==> config.mk <==
export PLATFORM = sky130hd
export DESIGN_NAME = mc_rr_arb
export DESIGN_NICKNAME = d
export VERILOG_FILES = /design/src/rtl/mc_rr_arb.sv
export SDC_FILE = /design/constraint.sdc
export NUM_CORES = 1
export LEC_CHECK = 0
export ABC_AREA = 1
export CORE_MARGIN = 2
export CORE_UTILIZATION = 46
export CTS_CLUSTER_SIZE = 30
export DETAILED_ROUTE_END_ITERATION = 8
export PLACE_DENSITY = 0.77
export SLEW_MARGIN = 20
export SYNTH_ARGS = -nofsm -noshare
export SYNTH_HDL_FRONTEND = slang
export SYNTH_SLANG_ARGS = --single-unit
export TNS_END_PERCENT = 10
==> constraint.sdc <==
create_clock -name Sys_clk -period 2.78 [get_ports Sys_clk]
set_input_delay 0.278 -clock Sys_clk [delete_from_list [all_inputs] [get_ports Sys_clk]]
set_output_delay 0.278 -clock Sys_clk [all_outputs]
set_load 0.01 [all_outputs]
==> src/rtl/mc_rr_arb.sv <==
// mc_rr_arb: round-robin memory-controller arbiter.
// N_PORTS requesters share one byte-wide RAM port. One transfer is in flight
// at a time; reads return little-endian data per port, writes stream bytes out.
// Optional build macro MC_IO_STALL_EN: io_buffer_full=1 freezes the block
// exactly like Sys_rdy=0. Without it, io_buffer_full is ignored.
//
// state  | meaning
// -------+------------------------------------------------------------------
// IDLE   | no transfer; arbitrate among requesters, RAM bus parked at 0
// READ   | issuing read addresses and capturing bytes one cycle later
// WRITE  | driving one write byte per cycle to the RAM
// FINISH | one-cycle done pulse for the granted port, then back to IDLE
module mc_rr_arb #(
  parameter int N_PORTS   = 2,
  parameter int MAX_BYTES = 8,
  parameter int LW        = $clog2(MAX_BYTES + 1)
) (
  input  logic                           Sys_clk,
  input  logic                           Sys_rst_n,
  input  logic                           Sys_rdy,
  input  logic                           io_buffer_full,
  input  logic [7:0]                     RAMMC_data,
  output logic [7:0]                     MCRAM_data,
  output logic [31:0]                    MCRAM_addr,
  output logic                           MCRAM_wr,
  input  logic [N_PORTS-1:0]             req_en,
  input  logic [N_PORTS-1:0]             req_wr,
  input  logic [N_PORTS*LW-1:0]          req_len,
  input  logic [N_PORTS*32-1:0]          req_addr,
  input  logic [N_PORTS*8*MAX_BYTES-1:0] req_wdata,
  output logic [N_PORTS-1:0]             done,
  output logic [N_PORTS*8*MAX_BYTES-1:0] rdata
);

  localparam int DW = 8 * MAX_BYTES;
  localparam int PW = (N_PORTS > 1) ? $clog2(N_PORTS) : 1;

  typedef enum logic [1:0] {
    IDLE   = 2'd0,
    READ   = 2'd1,
    WRITE  = 2'd2,
    FINISH = 2'd3
  } state_t;

  state_t               state;
  logic [PW-1:0]        rr_ptr;
  logic [PW-1:0]        cur_port;
  logic [31:0]          cur_addr;
  logic [LW-1:0]        cur_len;
  logic [DW-1:0]        cur_wdata;
  logic [LW-1:0]        idx;
  logic [DW-1:0]        rbuf;
  logic                 blk_vld;
  logic [PW-1:0]        blk_port;

  logic                 stall;
  logic                 gnt_vld;
  logic [PW-1:0]        gnt_idx;
  logic [N_PORTS-1:0]   gnt_onehot;
  logic [PW-1:0]        rr_next;
  logic [31:0]          sel_addr;
  logic [LW-1:0]        sel_len;
  logic [LW-1:0]        sel_len_eff;
  logic                 sel_wr;
  logic [DW-1:0]        sel_wdata;
  logic                 cur_req;
  logic [N_PORTS-1:0]   cur_onehot;
  logic [LW-1:0]        idx_inc;
  logic [7:0]           wd_byte;
  logic [DW-1:0]        rbuf_next;

`ifdef MC_IO_STALL_EN
  assign stall = !Sys_rdy || io_buffer_full;
`else
  logic unused_io_buffer_full;
  assign unused_io_buffer_full = io_buffer_full;
  assign stall = !Sys_rdy;
`endif

  // Round-robin pick: lowest eligible index at or after rr_ptr, else wrap to
  // the lowest eligible index below it. The port that just finished sits out
  // one IDLE cycle so it cannot be re-granted before it can drop req_en.
  always_comb begin
    gnt_vld    = 1'b0;
    gnt_idx    = '0;
    gnt_onehot = '0;
    for (int p = N_PORTS - 1; p >= 0; p--) begin
      if (req_en[p] && !(blk_vld && blk_port == PW'(p)) && PW'(p) < rr_ptr) begin
        gnt_vld = 1'b1;
        gnt_idx = PW'(p);
      end
    end
    for (int p = N_PORTS - 1; p >= 0; p--) begin
      if (req_en[p] && !(blk_vld && blk_port == PW'(p)) && PW'(p) >= rr_ptr) begin
        gnt_vld = 1'b1;
        gnt_idx = PW'(p);
      end
    end
    for (int p = 0; p < N_PORTS; p++) begin
      gnt_onehot[p] = gnt_vld && (gnt_idx == PW'(p));
    end
  end

  assign rr_next = (gnt_idx == PW'(N_PORTS - 1)) ? '0 : gnt_idx + PW'(1);

  // Mux the granted port's request fields.
  always_comb begin
    sel_addr  = '0;
    sel_len   = '0;
    sel_wr    = 1'b0;
    sel_wdata = '0;
    for (int p = 0; p < N_PORTS; p++) begin
      if (gnt_idx == PW'(p)) begin
        sel_addr  = req_addr[p*32 +: 32];
        sel_len   = req_len[p*LW +: LW];
        sel_wr    = req_wr[p];
        sel_wdata = req_wdata[p*DW +: DW];
      end
    end
  end

  // Oversized requests are clamped to the buffer size.
  assign sel_len_eff = (sel_len > LW'(MAX_BYTES)) ? LW'(MAX_BYTES) : sel_len;

  // Live view of the in-flight port: its request line and one-hot done mask.
  always_comb begin
    cur_req    = 1'b0;
    cur_onehot = '0;
    for (int p = 0; p < N_PORTS; p++) begin
      if (cur_port == PW'(p)) begin
        cur_req       = req_en[p];
        cur_onehot[p] = 1'b1;
      end
    end
  end

  assign idx_inc = idx + LW'(1);

  // Next write byte, selected by the upcoming byte index.
  always_comb begin
    wd_byte = '0;
    for (int b = 0; b < MAX_BYTES; b++) begin
      if (idx_inc == LW'(b)) begin
        wd_byte = cur_wdata[b*8 +: 8];
      end
    end
  end

  // Read capture: in READ with idx=k, the RAM is returning byte k-1.
  always_comb begin
    rbuf_next = rbuf;
    for (int b = 0; b < MAX_BYTES; b++) begin
      if (state == READ && idx == LW'(b + 1)) begin
        rbuf_next[b*8 +: 8] = RAMMC_data;
      end
    end
  end

  // Transfer FSM with registered RAM bus, done pulses and per-port read data.
  always_ff @(posedge Sys_clk or negedge Sys_rst_n) begin
    if (!Sys_rst_n) begin
      state      <= IDLE;
      rr_ptr     <= '0;
      cur_port   <= '0;
      cur_addr   <= '0;
      cur_len    <= '0;
      cur_wdata  <= '0;
      idx        <= '0;
      rbuf       <= '0;
      blk_vld    <= 1'b0;
      blk_port   <= '0;
      MCRAM_data <= '0;
      MCRAM_addr <= '0;
      MCRAM_wr   <= 1'b0;
      done       <= '0;
      rdata      <= '0;
    end else if (!stall) begin
      case (state)
        IDLE: begin
          blk_vld    <= 1'b0;
          done       <= '0;
          MCRAM_addr <= '0;
          MCRAM_wr   <= 1'b0;
          MCRAM_data <= '0;
          if (gnt_vld) begin
            cur_port  <= gnt_idx;
            cur_addr  <= sel_addr;
            cur_len   <= sel_len_eff;
            cur_wdata <= sel_wdata;
            rr_ptr    <= rr_next;
            idx       <= '0;
            rbuf      <= '0;
            if (sel_len_eff == '0) begin
              // Empty transfer: no RAM cycle; an empty read still completes
              // and leaves that port's read data all zero.
              state <= FINISH;
              done  <= gnt_onehot;
              for (int p = 0; p < N_PORTS; p++) begin
                if (gnt_onehot[p] && !sel_wr) begin
                  rdata[p*DW +: DW] <= '0;
                end
              end
            end else if (sel_wr) begin
              state      <= WRITE;
              MCRAM_addr <= sel_addr;
              MCRAM_data <= sel_wdata[7:0];
              MCRAM_wr   <= 1'b1;
            end else begin
              state      <= READ;
              MCRAM_addr <= sel_addr;
            end
          end
        end

        READ: begin
          if (!cur_req) begin
            state      <= IDLE;
            MCRAM_addr <= '0;
            MCRAM_wr   <= 1'b0;
            MCRAM_data <= '0;
          end else begin
            rbuf <= rbuf_next;
            if (idx == cur_len) begin
              state      <= FINISH;
              done       <= cur_onehot;
              MCRAM_addr <= '0;
              for (int p = 0; p < N_PORTS; p++) begin
                if (cur_onehot[p]) begin
                  rdata[p*DW +: DW] <= rbuf_next;
                end
              end
            end else begin
              idx        <= idx_inc;
              MCRAM_addr <= (idx_inc < cur_len) ? cur_addr + 32'(idx_inc) : '0;
            end
          end
        end

        WRITE: begin
          if (!cur_req) begin
            state      <= IDLE;
            MCRAM_addr <= '0;
            MCRAM_wr   <= 1'b0;
            MCRAM_data <= '0;
          end else if (idx_inc < cur_len) begin
            idx        <= idx_inc;
            MCRAM_addr <= cur_addr + 32'(idx_inc);
            MCRAM_data <= wd_byte;
          end else begin
            state      <= FINISH;
            done       <= cur_onehot;
            MCRAM_addr <= '0;
            MCRAM_wr   <= 1'b0;
            MCRAM_data <= '0;
          end
        end

        FINISH: begin
          state    <= IDLE;
          done     <= '0;
          blk_vld  <= 1'b1;
          blk_port <= cur_port;
        end

        default: state <= IDLE;
      endcase
    end
  end

endmodule

==> results of run 1 <==
-- synthesized netlist by cell type, types with 3 or more instances --
cell,instances
sky130_fd_sc_hd__or2_2,3
sky130_fd_sc_hd__nand3_2,3
sky130_fd_sc_hd__a211oi_1,7
sky130_fd_sc_hd__buf_1,14
sky130_fd_sc_hd__nand3_1,166
sky130_fd_sc_hd__nor2_1,124
sky130_fd_sc_hd__nand2_1,755
sky130_fd_sc_hd__a21oi_1,34
sky130_fd_sc_hd__o21ai_1,47
sky130_fd_sc_hd__nor2_2,3
sky130_fd_sc_hd__ha_1,18
sky130_fd_sc_hd__o21ai_0,291
sky130_fd_sc_hd__dfrtp_1,345
sky130_fd_sc_hd__inv_1,218
sky130_fd_sc_hd__nand4_1,16
sky130_fd_sc_hd__nor3_1,18
sky130_fd_sc_hd__xor2_1,5
sky130_fd_sc_hd__o211ai_1,20
sky130_fd_sc_hd__inv_2,3
sky130_fd_sc_hd__a31oi_1,33
sky130_fd_sc_hd__nor4_1,3
sky130_fd_sc_hd__clkbuf_1,69
sky130_fd_sc_hd__buf_2,33
sky130_fd_sc_hd__clkbuf_2,4
sky130_fd_sc_hd__nand2_2,5
-- state kept, by name (all words and copies together) (netlist names) --
name and cells:
MCRAM_data 8, blk_port 1, rbuf 64, done 2, blk_vld 1, idx 4, cur_port 1, MCRAM_wr 1
rr_ptr 1, cur_len 4, state 2, cur_wdata 64, rdata 128, MCRAM_addr 32, cur_addr 32
-- final cells by class --
| type | instances | share of cell area |
|---|---|---|
| Antenna cell | 1 | 0.000107 |
| Inverter | 222 | 0.0358 |
| Sequential cell | 345 | 0.371 |
| Tap cell | 468 | 0.0251 |
| Clock inverter | 12 | 0.00757 |
| Multi-Input combinational cell | 1575 | 0.315 |
| Clock buffer | 53 | 0.0462 |
| Timing Repair Buffer | 465 | 0.199 |
-- worst max-delay path by stage --
stage                      to  cells after the start
6_report       MCRAM_addr[18]                     17
4_1_cts        MCRAM_addr[31]                     17
3_5_place_dp   MCRAM_addr[28]                     16
5_1_grt        MCRAM_addr[31]                     17
3_3_place_gp   MCRAM_addr[16]                     16
2_1_floorplan  MCRAM_addr[31]                     17
-- per-layer routing --
layer | wire length (um) | share of wire | vias up
met5 | 0 | 0 | -
met4 | 1370 | 0.026 | 0
met3 | 3840 | 0.072 | 91
met2 | 25300 | 0.47 | 723
met1 | 22900 | 0.43 | 7869
li1 | - | - | 8061
-- stage by stage --
stage | worst slack (ps) | std cells | cell area, um2 | utilization | hold WS (ps)
floorplan | 19.4 | 2265 | 17200 | - | -17.6
finish | 131 | 3141 | 23300 | 0.635 | 290
global placement | 47.4 | 3072 | 21900 | 0.597 | 254
CTS | 18.0 | 3138 | 23200 | 0.632 | 292
detailed placement | 4.91 | 3072 | 21900 | 0.597 | 265
global route | -43.2 | 3141 | 23300 | 0.635 | 309
-- kinds of logic (layout without fill, tap and decap cells) --
kind of cell             Yosys count  after routing  share of synthesized area
multiplexers                       1              1                   0.000582
XOR/XNOR                           7              7                    0.00465
buffers and inverters            345            752                     0.0788
other                              0              1                          0
AND/OR/NAND/NOR                 1102           1102                      0.261
flip-flops                       345            345                      0.502
AO/OA/AOI/OAI                    446            446                      0.139
adder cells (fa/ha/maj)           19             19                     0.0143
-- where the power goes --
part / leakage [nW] / switching (mW) / internal [mW]
clock: 0.611 / 2.03 / 3.07
combinational: 5.20 / 6.22 / 4.40
sequential: 4.53 / 1.33 / 6.95
-- cells in the final DEF (no fill, tap or decap), types with 4 or more instances in the layout --
master,instances
sky130_fd_sc_hd__clkbuf_16,37
sky130_fd_sc_hd__buf_4,65
sky130_fd_sc_hd__clkbuf_8,9
sky130_fd_sc_hd__o21ai_1,49
sky130_fd_sc_hd__nand4_1,16
sky130_fd_sc_hd__nand3_1,164
sky130_fd_sc_hd__a31oi_1,33
sky130_fd_sc_hd__ha_1,14
sky130_fd_sc_hd__clkbuf_1,7
sky130_fd_sc_hd__o21ai_0,289
sky130_fd_sc_hd__a211oi_1,7
sky130_fd_sc_hd__nor2_4,5
sky130_fd_sc_hd__nand3_2,5
sky130_fd_sc_hd__nand2_2,8
sky130_fd_sc_hd__inv_1,217
sky130_fd_sc_hd__xor2_1,5
sky130_fd_sc_hd__a21oi_1,34
sky130_fd_sc_hd__nor2_1,115
sky130_fd_sc_hd__nand2_4,4
sky130_fd_sc_hd__dfrtp_1,345
sky130_fd_sc_hd__o211ai_1,20
sky130_fd_sc_hd__inv_2,4
sky130_fd_sc_hd__nor2_2,8
sky130_fd_sc_hd__nand2_1,749
sky130_fd_sc_hd__nor3_1,16
sky130_fd_sc_hd__clkdlybuf4s50_1,384
sky130_fd_sc_hd__bufinv_16,4
sky130_fd_sc_hd__buf_12,14
-- repair_timing --
item,in CTS,in global routing
resized for setup,2,19
buffers inserted,0,2
pin swaps,0,3
endpoints found under the hold margin,55,0
endpoints found under the setup margin,2,19
hold buffers,1,0
==> run metrics, run 1 <==
Critical path buffers and inverters 5; Inserted Clock Buffers 37; final number of setup-violating endpoints 0; via count of the first global-routing pass 16,141; Rel. slew slack 0.533; total via count in the routed design 16,744; met3 track demand over resource in global routing 0.0420; number of inserted filler cells in the final layout 3,055; Critical Setup Path Class register to register; final setup TNS 0 ps; post-layout power 24.0 mW; prevailing post-synth register cell sky130_fd_sc_hd__dfrtp_1; number of antenna violations at the first check in global routing 1; via-per-instance ratio 5.33; slowest CP cell sky130_fd_sc_hd__dfrtp_1; insertion delay of the later-clocked pin in the worst-skew pair 530 ps; clock root buffer sky130_fd_sc_hd__clkbuf_16; Arrival @ worst endpoint 3090 ps; ANT nets after route 0; TritonCTS clock tree built; Clk pin slew, worst setup/hold paths 60 ps; area delta synth->final 35.4%; wirelength, routed 53.5 mm; number of rows created at floorplan 70; clock period minus final worst setup slack 2650 ps; aggregate global-route resource usage 0.273; routed wirelength normalized by instance count 17.0 um; synthesized area divided by synthesized cell count 7.60 um2; count of pins on the block boundary 387; Final Hold Vio Count 0; post-synthesis async set-or-reset flop share 1.00; Mapped Area 0.0172 mm2; result of the run finished clean; Setup Skew 22.3 ps; post-layout net count 2,881; maximum resistive drop on vdd 0.000440 V; storage element area 0.00863 mm2; highest cell delay on the worst timing path 420 ps; width of the chip 197 um; Critical Path Source Type register; crit-path most repeated cell sky130_fd_sc_hd__nand2_1; worst slew pin tran 699 ps; critical-path cell list inv_2, buf_4, ha_1, inv_1, fa_2, inv_1, nand3_1, nand3_2, nand2_1, nor2_2, nand2_1, nor2_1, buf_4, nand2_1, o21ai_0, nand3_1, a31oi_1; capturing element type of the critical path register; Post-Synthesis Net Count 2,500; fraction of final layout cells with drive strength greater than 1 0.0704; floorplan die area 0.0390 mm2; highest net fanout along the worst path 5; sequential cell area fraction in the yosys report 0.502; Core ar. 0.0367 mm2; DRT Pass-1 Iters 5; Post-route DRC 0; P per Cell Area 1030 mW/mm2; register bit count reported by yosys 345; Port Buf Inserts 385; routing usage on met2 0.447; wire length of the first global-routing pass 85.2 mm; launch point of the critical path idx[0]; # Max-Cap Violations 0; count of cell types in the netlist 48; number of enable flip-flop cells after synthesis 0; largest net degree at the start of global routing 129; FF-to-FF Start idx[0]; end of the worst register-to-register path MCRAM_addr[18]; main area contributors after synthesis sky130_fd_sc_hd__dfrtp_1, sky130_fd_sc_hd__nand2_1, sky130_fd_sc_hd__o21ai_0, sky130_fd_sc_hd__nand3_1, sky130_fd_sc_hd__inv_1; detailed-placement wirelength estimate 38.9 mm; overflow left after global routing 0; fraction of the cycle the final worst path needs 0.953; total number of H-tree levels 2; share of the synthesized area in the top cell type 0.502; met1 Track Usage GR 0.376; count of yosys warnings during synthesis 0; Slew Viols, Final 0; total area of multi-input combinational cells 0.00735 mm2; routability-driven placement congestion ratio 0.941; Initial Util 0.469; leading area contributor after synthesis sky130_fd_sc_hd__dfrtp_1; Achievable Freq 377 MHz; count of clock tree sinks 345; number of DRC violations after detailed-routing iteration 0 1,374; worst r2r path cells 17; Die Height 197 um; register-to-register setup slack 130 ps; critical path's top delay family simple AND/OR/NAND/NOR gates; Hold Crit Class primary input to asynchronous set/reset pin; Gate Count Post-Synth 2,265; Most Crowded Layer GR met2; CTS max path bufs 3; worst path required time 3220 ps; leak pwr 10.3 nW
No activity file was read; power rests on OpenSTA's default activity.
==> run 2: changes to the inputs <==
RECOVER_POWER = 100   (was unset)
==> run 2 against run 1 <==
  * Fmax is 0.38% lower
  * Register-to-register slack hardly changed
  * Critical path type unchanged
  * Sequential power is 0.5% lower
  * Hold slack better by 22 ps
  * The flow now finishes with violations (capacitance limit, slew limit)
  * Largest cell class unchanged
  * Cell count stayed put
  * Sequential cell count stayed put
  * Combinational power is 4% lower
  * Cell area is 0.45% lower
==> run metrics, run 2 (synthesized netlist as in run 1, its figures left out) <==
result of the run finished, violations left; violations in the final reports capacitance limit, slew limit; overflow left after global routing 0; P per Cell Area 1020 mW/mm2; worst slew pin tran 1730 ps; total via count in the routed design 16,814; ANT nets after route 0; Critical Setup Path Class register to register; capturing element type of the critical path register; total area of multi-input combinational cells 0.00734 mm2; worst path required time 3230 ps; number of inserted filler cells in the final layout 3,067; count of clock tree sinks 345; fraction of the cycle the final worst path needs 0.956; clock root buffer sky130_fd_sc_hd__clkbuf_16; Arrival @ worst endpoint 3100 ps; Die Height 197 um; # Max-Cap Violations 1; maximum resistive drop on vdd 0.000423 V; Hold Crit Class primary input to register; Critical Path Source Type register; critical path's top delay family simple AND/OR/NAND/NOR gates; Setup WS pre-CTS 4.91 ps; most frequent standard cell in the layout excluding fill and tap cells sky130_fd_sc_hd__nand2_1; Setup Skew 20.2 ps; Initial Util 0.469; final cell utilization of the core 0.632; largest net degree at the start of global routing 129; post-layout power 23.6 mW; routed wirelength normalized by instance count 17.0 um; CTS max path bufs 3; Core ar. 0.0367 mm2; storage element area 0.00863 mm2; number of antenna violations at the first check in global routing 1; Rel. slew slack -0.152; floorplan die area 0.0390 mm2; fraction of final layout cells with drive strength greater than 1 0.0685; DRT Pass-1 Iters 5; wirelength, routed 53.5 mm; register bank with the most flops rdata; detailed-placement wirelength estimate 38.9 mm; Final Hold Vio Count 0; Post-route DRC 0; width of the chip 197 um; Hold WS 312 ps; area delta synth->final 34.8%; cell total after placement 3,072; aggregate global-route resource usage 0.273; final setup TNS 0 ps; leak pwr 10.8 nW; flip-flop count of the largest register, all copies and words added 128; highest-count cells in the layout ignoring fill and taps sky130_fd_sc_hd__nand2_1, sky130_fd_sc_hd__dfrtp_1, sky130_fd_sc_hd__o21ai_0; Achievable Freq 376 MHz; highest cell delay on the worst timing path 420 ps; Clk pin slew, worst setup/hold paths 60 ps; TritonCTS clock tree built; placement-stage cell area 0.0219 mm2; Inserted Clock Buffers 37; Slew Viols, Final 63; total number of H-tree levels 2; biggest registers after layout rdata (128), cur_wdata (64), rbuf (64); highest net fanout along the worst path 5; number of rows created at floorplan 70; slowest CP cell sky130_fd_sc_hd__dfrtp_1; final instance area 0.0232 mm2; via count of the first global-routing pass 16,141; number of DRC violations after detailed-routing iteration 0 1,379; post-layout net count 2,881; count of pins on the block boundary 387; Critical path buffers and inverters 5; PnR worst setup slack 121 ps; Layout Cells excl Fill 3,141; clock period minus final worst setup slack 2660 ps; critical-path cell list inv_2, buf_4, ha_1, inv_1, fa_2, inv_1, nand3_1, nand3_2, nand2_1, nor2_2, nand2_1, nor2_1, buf_4, nand2_1, o21ai_0, nand3_1, a31oi_1; insertion delay of the later-clocked pin in the worst-skew pair 530 ps; final number of setup-violating endpoints 0; Port Buf Inserts 385; crit-path most repeated cell sky130_fd_sc_hd__nand2_1; via-per-instance ratio 5.35; routability-driven placement congestion ratio 0.941; wire length of the first global-routing pass 85.2 mm
-- run 2: changes by cell type in the layout (fill, tap and decap cells not counted), moves of 2 or more --
cell / before / now
sky130_fd_sc_hd__clkdlybuf4s50_1: 384 / 213
sky130_fd_sc_hd__buf_12: 14 / 9
sky130_fd_sc_hd__dlygate4sd3_1: 1 / 172
sky130_fd_sc_hd__buf_4: 65 / 57
sky130_fd_sc_hd__clkbuf_2: 0 / 8
sky130_fd_sc_hd__clkbuf_1: 7 / 9
sky130_fd_sc_hd__clkbuf_4: 0 / 3
-- run 2: worst min-delay path, cell delays in order --
cell	delay, ps
sky130_fd_sc_hd__clkdlybuf4s50_1	390
sky130_fd_sc_hd__nand2_1	60
sky130_fd_sc_hd__nand3_1	50
-- run 2: path summary, 6_finish.rpt --
kind,from,end,slack [ps],cells after the start
min in group asynchronous,Sys_rst_n,rdata[85],740,2
worst max-delay path,idx[0],MCRAM_addr[18],120,17
worst max register to register,idx[0],MCRAM_addr[18],120,17
worst min register to register,rdata[47],rdata[47],480,2
worst min-delay path,req_wdata[12],cur_wdata[12],310,3
max in group asynchronous,Sys_rst_n,rdata[46],410,3
-- run 2: where the power goes --
part           internal (mW)  switching [mW]  total [mW]
sequential              6.95            1.29        8.24
clock                   3.07            2.03        5.10
combinational           4.04            6.20        10.2
-- run 2: layout make-up --
cell class	instances	share of cell area
Multi-Input combinational cell	1575	0.316
Clock inverter	12	0.00761
Clock buffer	53	0.0464
Timing Repair Buffer	465	0.196
Tap cell	468	0.0253
Inverter	222	0.0359
Sequential cell	345	0.372
Antenna cell	1	0.000108
-- run 2: routing by layer --
layer / up-vias / GRT usage / routed length (um)
met5: - / 0 / 0
met4: 0 / 0.0874 / 1360
met3: 95 / 0.0420 / 4070
met2: 771 / 0.447 / 25400
met1: 7877 / 0.376 / 22700
li1: 8071 / - / -
-- run 2: timing repair --
action / in CTS / in global routing
hold buffers: 1 / 0
endpoints found under the hold margin: 55 / 0
setup buffers: 0 / 2
setup endpoints to repair: 2 / 19
pin swaps: 0 / 3
resized for setup: 2 / 19
==> run 3: changes to the inputs <==
SKIP_LAST_GASP = 1   (was unset)
==> run 3 against run 2 <==
  * The flow still finishes with violations (capacitance limit, slew limit)
  * Non-clock buffer count grew 1
  * Core utilization shrank 0.24 points
  * Combinational power is essentially flat
  * Worst setup slack lost 60 ps
  * Sequential share of layout area grew 0.14 points
  * Total power shrank 0.70%
  * Critical path depth is the same
  * Clock power is essentially flat
  * Die area is the same
  * Critical path type unchanged
  * Critical endpoint unchanged
==> run metrics, run 3 (synthesized netlist as in run 1, its figures left out) <==
result of the run finished, violations left; violations in the final reports capacitance limit, slew limit; CTS max path bufs 3; ANT nets after route 0; wirelength, routed 53.5 mm; count of clock tree sinks 345; placement-stage cell area 0.0219 mm2; Clk pin slew, worst setup/hold paths 60 ps; Port Buf Inserts 385; clock root buffer sky130_fd_sc_hd__clkbuf_16; highest-count cells in the layout ignoring fill and taps sky130_fd_sc_hd__nand2_1, sky130_fd_sc_hd__dfrtp_1, sky130_fd_sc_hd__o21ai_0; Setup Skew 20.8 ps; flip-flop count of the largest register, all copies and words added 128; Achievable Freq 368 MHz; Critical Setup Path Class register to register; P per Cell Area 1010 mW/mm2; insertion delay of the later-clocked pin in the worst-skew pair 530 ps; TritonCTS clock tree built; worst slew pin tran 1720 ps; register bank with the most flops rdata; highest net fanout along the worst path 5; Core ar. 0.0367 mm2; final instance area 0.0231 mm2; detailed-placement wirelength estimate 38.9 mm; via count of the first global-routing pass 16,138; Die Height 197 um; Final Hold Vio Count 0; width of the chip 197 um; largest net degree at the start of global routing 129; floorplan die area 0.0390 mm2; maximum resistive drop on vdd 0.000416 V; area delta synth->final 34.3%; number of rows created at floorplan 70; Arrival @ worst endpoint 3160 ps; # Max-Cap Violations 1; post-layout power 23.4 mW; post-layout net count 2,882; fraction of final layout cells with drive strength greater than 1 0.0658; number of antenna violations at the first check in global routing 1; worst path required time 3230 ps; aggregate global-route resource usage 0.273; wire length of the first global-routing pass 85.1 mm; most frequent standard cell in the layout excluding fill and tap cells sky130_fd_sc_hd__nand2_1; Post-route DRC 0; overflow left after global routing 0; biggest registers after layout rdata (128), cur_wdata (64), rbuf (64); Critical Path Source Type register; DRT Pass-1 Iters 6; PnR worst setup slack 60.6 ps; Inserted Clock Buffers 37; via-per-instance ratio 5.34; Hold Crit Class primary input to register; leak pwr 10.8 nW; Initial Util 0.469; routed wirelength normalized by instance count 17.0 um; number of inserted filler cells in the final layout 3,079; routability-driven placement congestion ratio 0.941; count of pins on the block boundary 387; clock period minus final worst setup slack 2720 ps; number of DRC violations after detailed-routing iteration 0 1,520; Setup WS pre-CTS 4.91 ps; capturing element type of the critical path register; cell total after placement 3,072; Rel. slew slack -0.146; Layout Cells excl Fill 3,142; fraction of the cycle the final worst path needs 0.978; total via count in the routed design 16,780; Slew Viols, Final 63; final number of setup-violating endpoints 0; unrepaired setup endpoints after global routing yes; total number of H-tree levels 2; final setup TNS 0 ps
==> run 3: cell count changes in the layout (fill, tap and decap cells not counted), sizes merged <==
cell	previous run	this run
buf	67	64
clkbuf	66	70
==> run 3: area by class of cell <==
| class | count | area [um2] | share of cell area |
|---|---|---|---|
| Clock buffer | 53 | 1080 | 0.0466 |
| Clock inverter | 12 | 176 | 0.00764 |
| Timing Repair Buffer | 466 | 4490 | 0.195 |
| Multi-Input combinational cell | 1575 | 7300 | 0.316 |
| Sequential cell | 345 | 8630 | 0.374 |
| Antenna cell | 1 | 2.50 | 0.000108 |
| Tap cell | 468 | 586 | 0.0254 |
| Inverter | 222 | 833 | 0.0361 |
==> run 3: timing repair <==
action / 4_1_cts / 5_1_grt
setup endpoints to repair: 2 / 21
resized for setup: 1 / 16
buffers inserted: 0 / 3
hold endpoints to repair: 55 / 0
pin swaps: 0 / 3
hold buffers: 1 / 0
==> run 3: path summary, 6_finish.rpt <==
check / cells past startpoint / start / endpoint / slack (ps)
worst max-delay path: 17 / idx[0] / MCRAM_addr[18] / 60
worst min-delay path: 3 / req_wdata[12] / cur_wdata[12] / 310
worst max register to register: 17 / idx[0] / MCRAM_addr[18] / 60
worst min register to register: 2 / rdata[47] / rdata[47] / 480
max in group asynchronous: 4 / Sys_rst_n / cur_wdata[46] / 420
min in group asynchronous: 2 / Sys_rst_n / rdata[85] / 730
==> run 3: metal layers <==
layer	routed length, um	GRT usage	vias up
li1	-	-	8066
met1	22900	0.375	7889
met2	25400	0.447	735
met3	3840	0.0420	90
met4	1380	0.0874	0
met5	0	0	-
==> run 3: power breakdown <==
group	internal [mW]	switching, mW	total [mW]
registers	6.95	1.28	8.23
clock network	3.07	2.03	5.10
logic	3.93	6.16	10.1
==> run 3: per-stage QoR <==
| stage | utilization | hold WS [ps] |
|---|---|---|
| after global placement | 0.597 | 254 |
| final | 0.629 | 313 |
| after floorplan | - | -17.6 |
| after detailed placement | 0.597 | 265 |
| after global routing | 0.629 | 310 |
| after CTS | 0.632 | 292 |
==> run 3: worst max-delay path, stage by stage (launching register included) <==
cell                      delay [ps]
sky130_fd_sc_hd__dfrtp_1         410
sky130_fd_sc_hd__inv_1           110
sky130_fd_sc_hd__buf_4           130
sky130_fd_sc_hd__ha_1            180
sky130_fd_sc_hd__inv_1            60
sky130_fd_sc_hd__fa_1            410
sky130_fd_sc_hd__inv_1            70
sky130_fd_sc_hd__nand3_1          80
sky130_fd_sc_hd__nand3_2         130
sky130_fd_sc_hd__nand2_1         100
sky130_fd_sc_hd__nor2_2          120
sky130_fd_sc_hd__nand2_1          90
sky130_fd_sc_hd__nor2_1          100
sky130_fd_sc_hd__buf_4           150
sky130_fd_sc_hd__nand2_1          80
sky130_fd_sc_hd__o21ai_0         170
sky130_fd_sc_hd__nand3_1         110
sky130_fd_sc_hd__a31oi_1         140
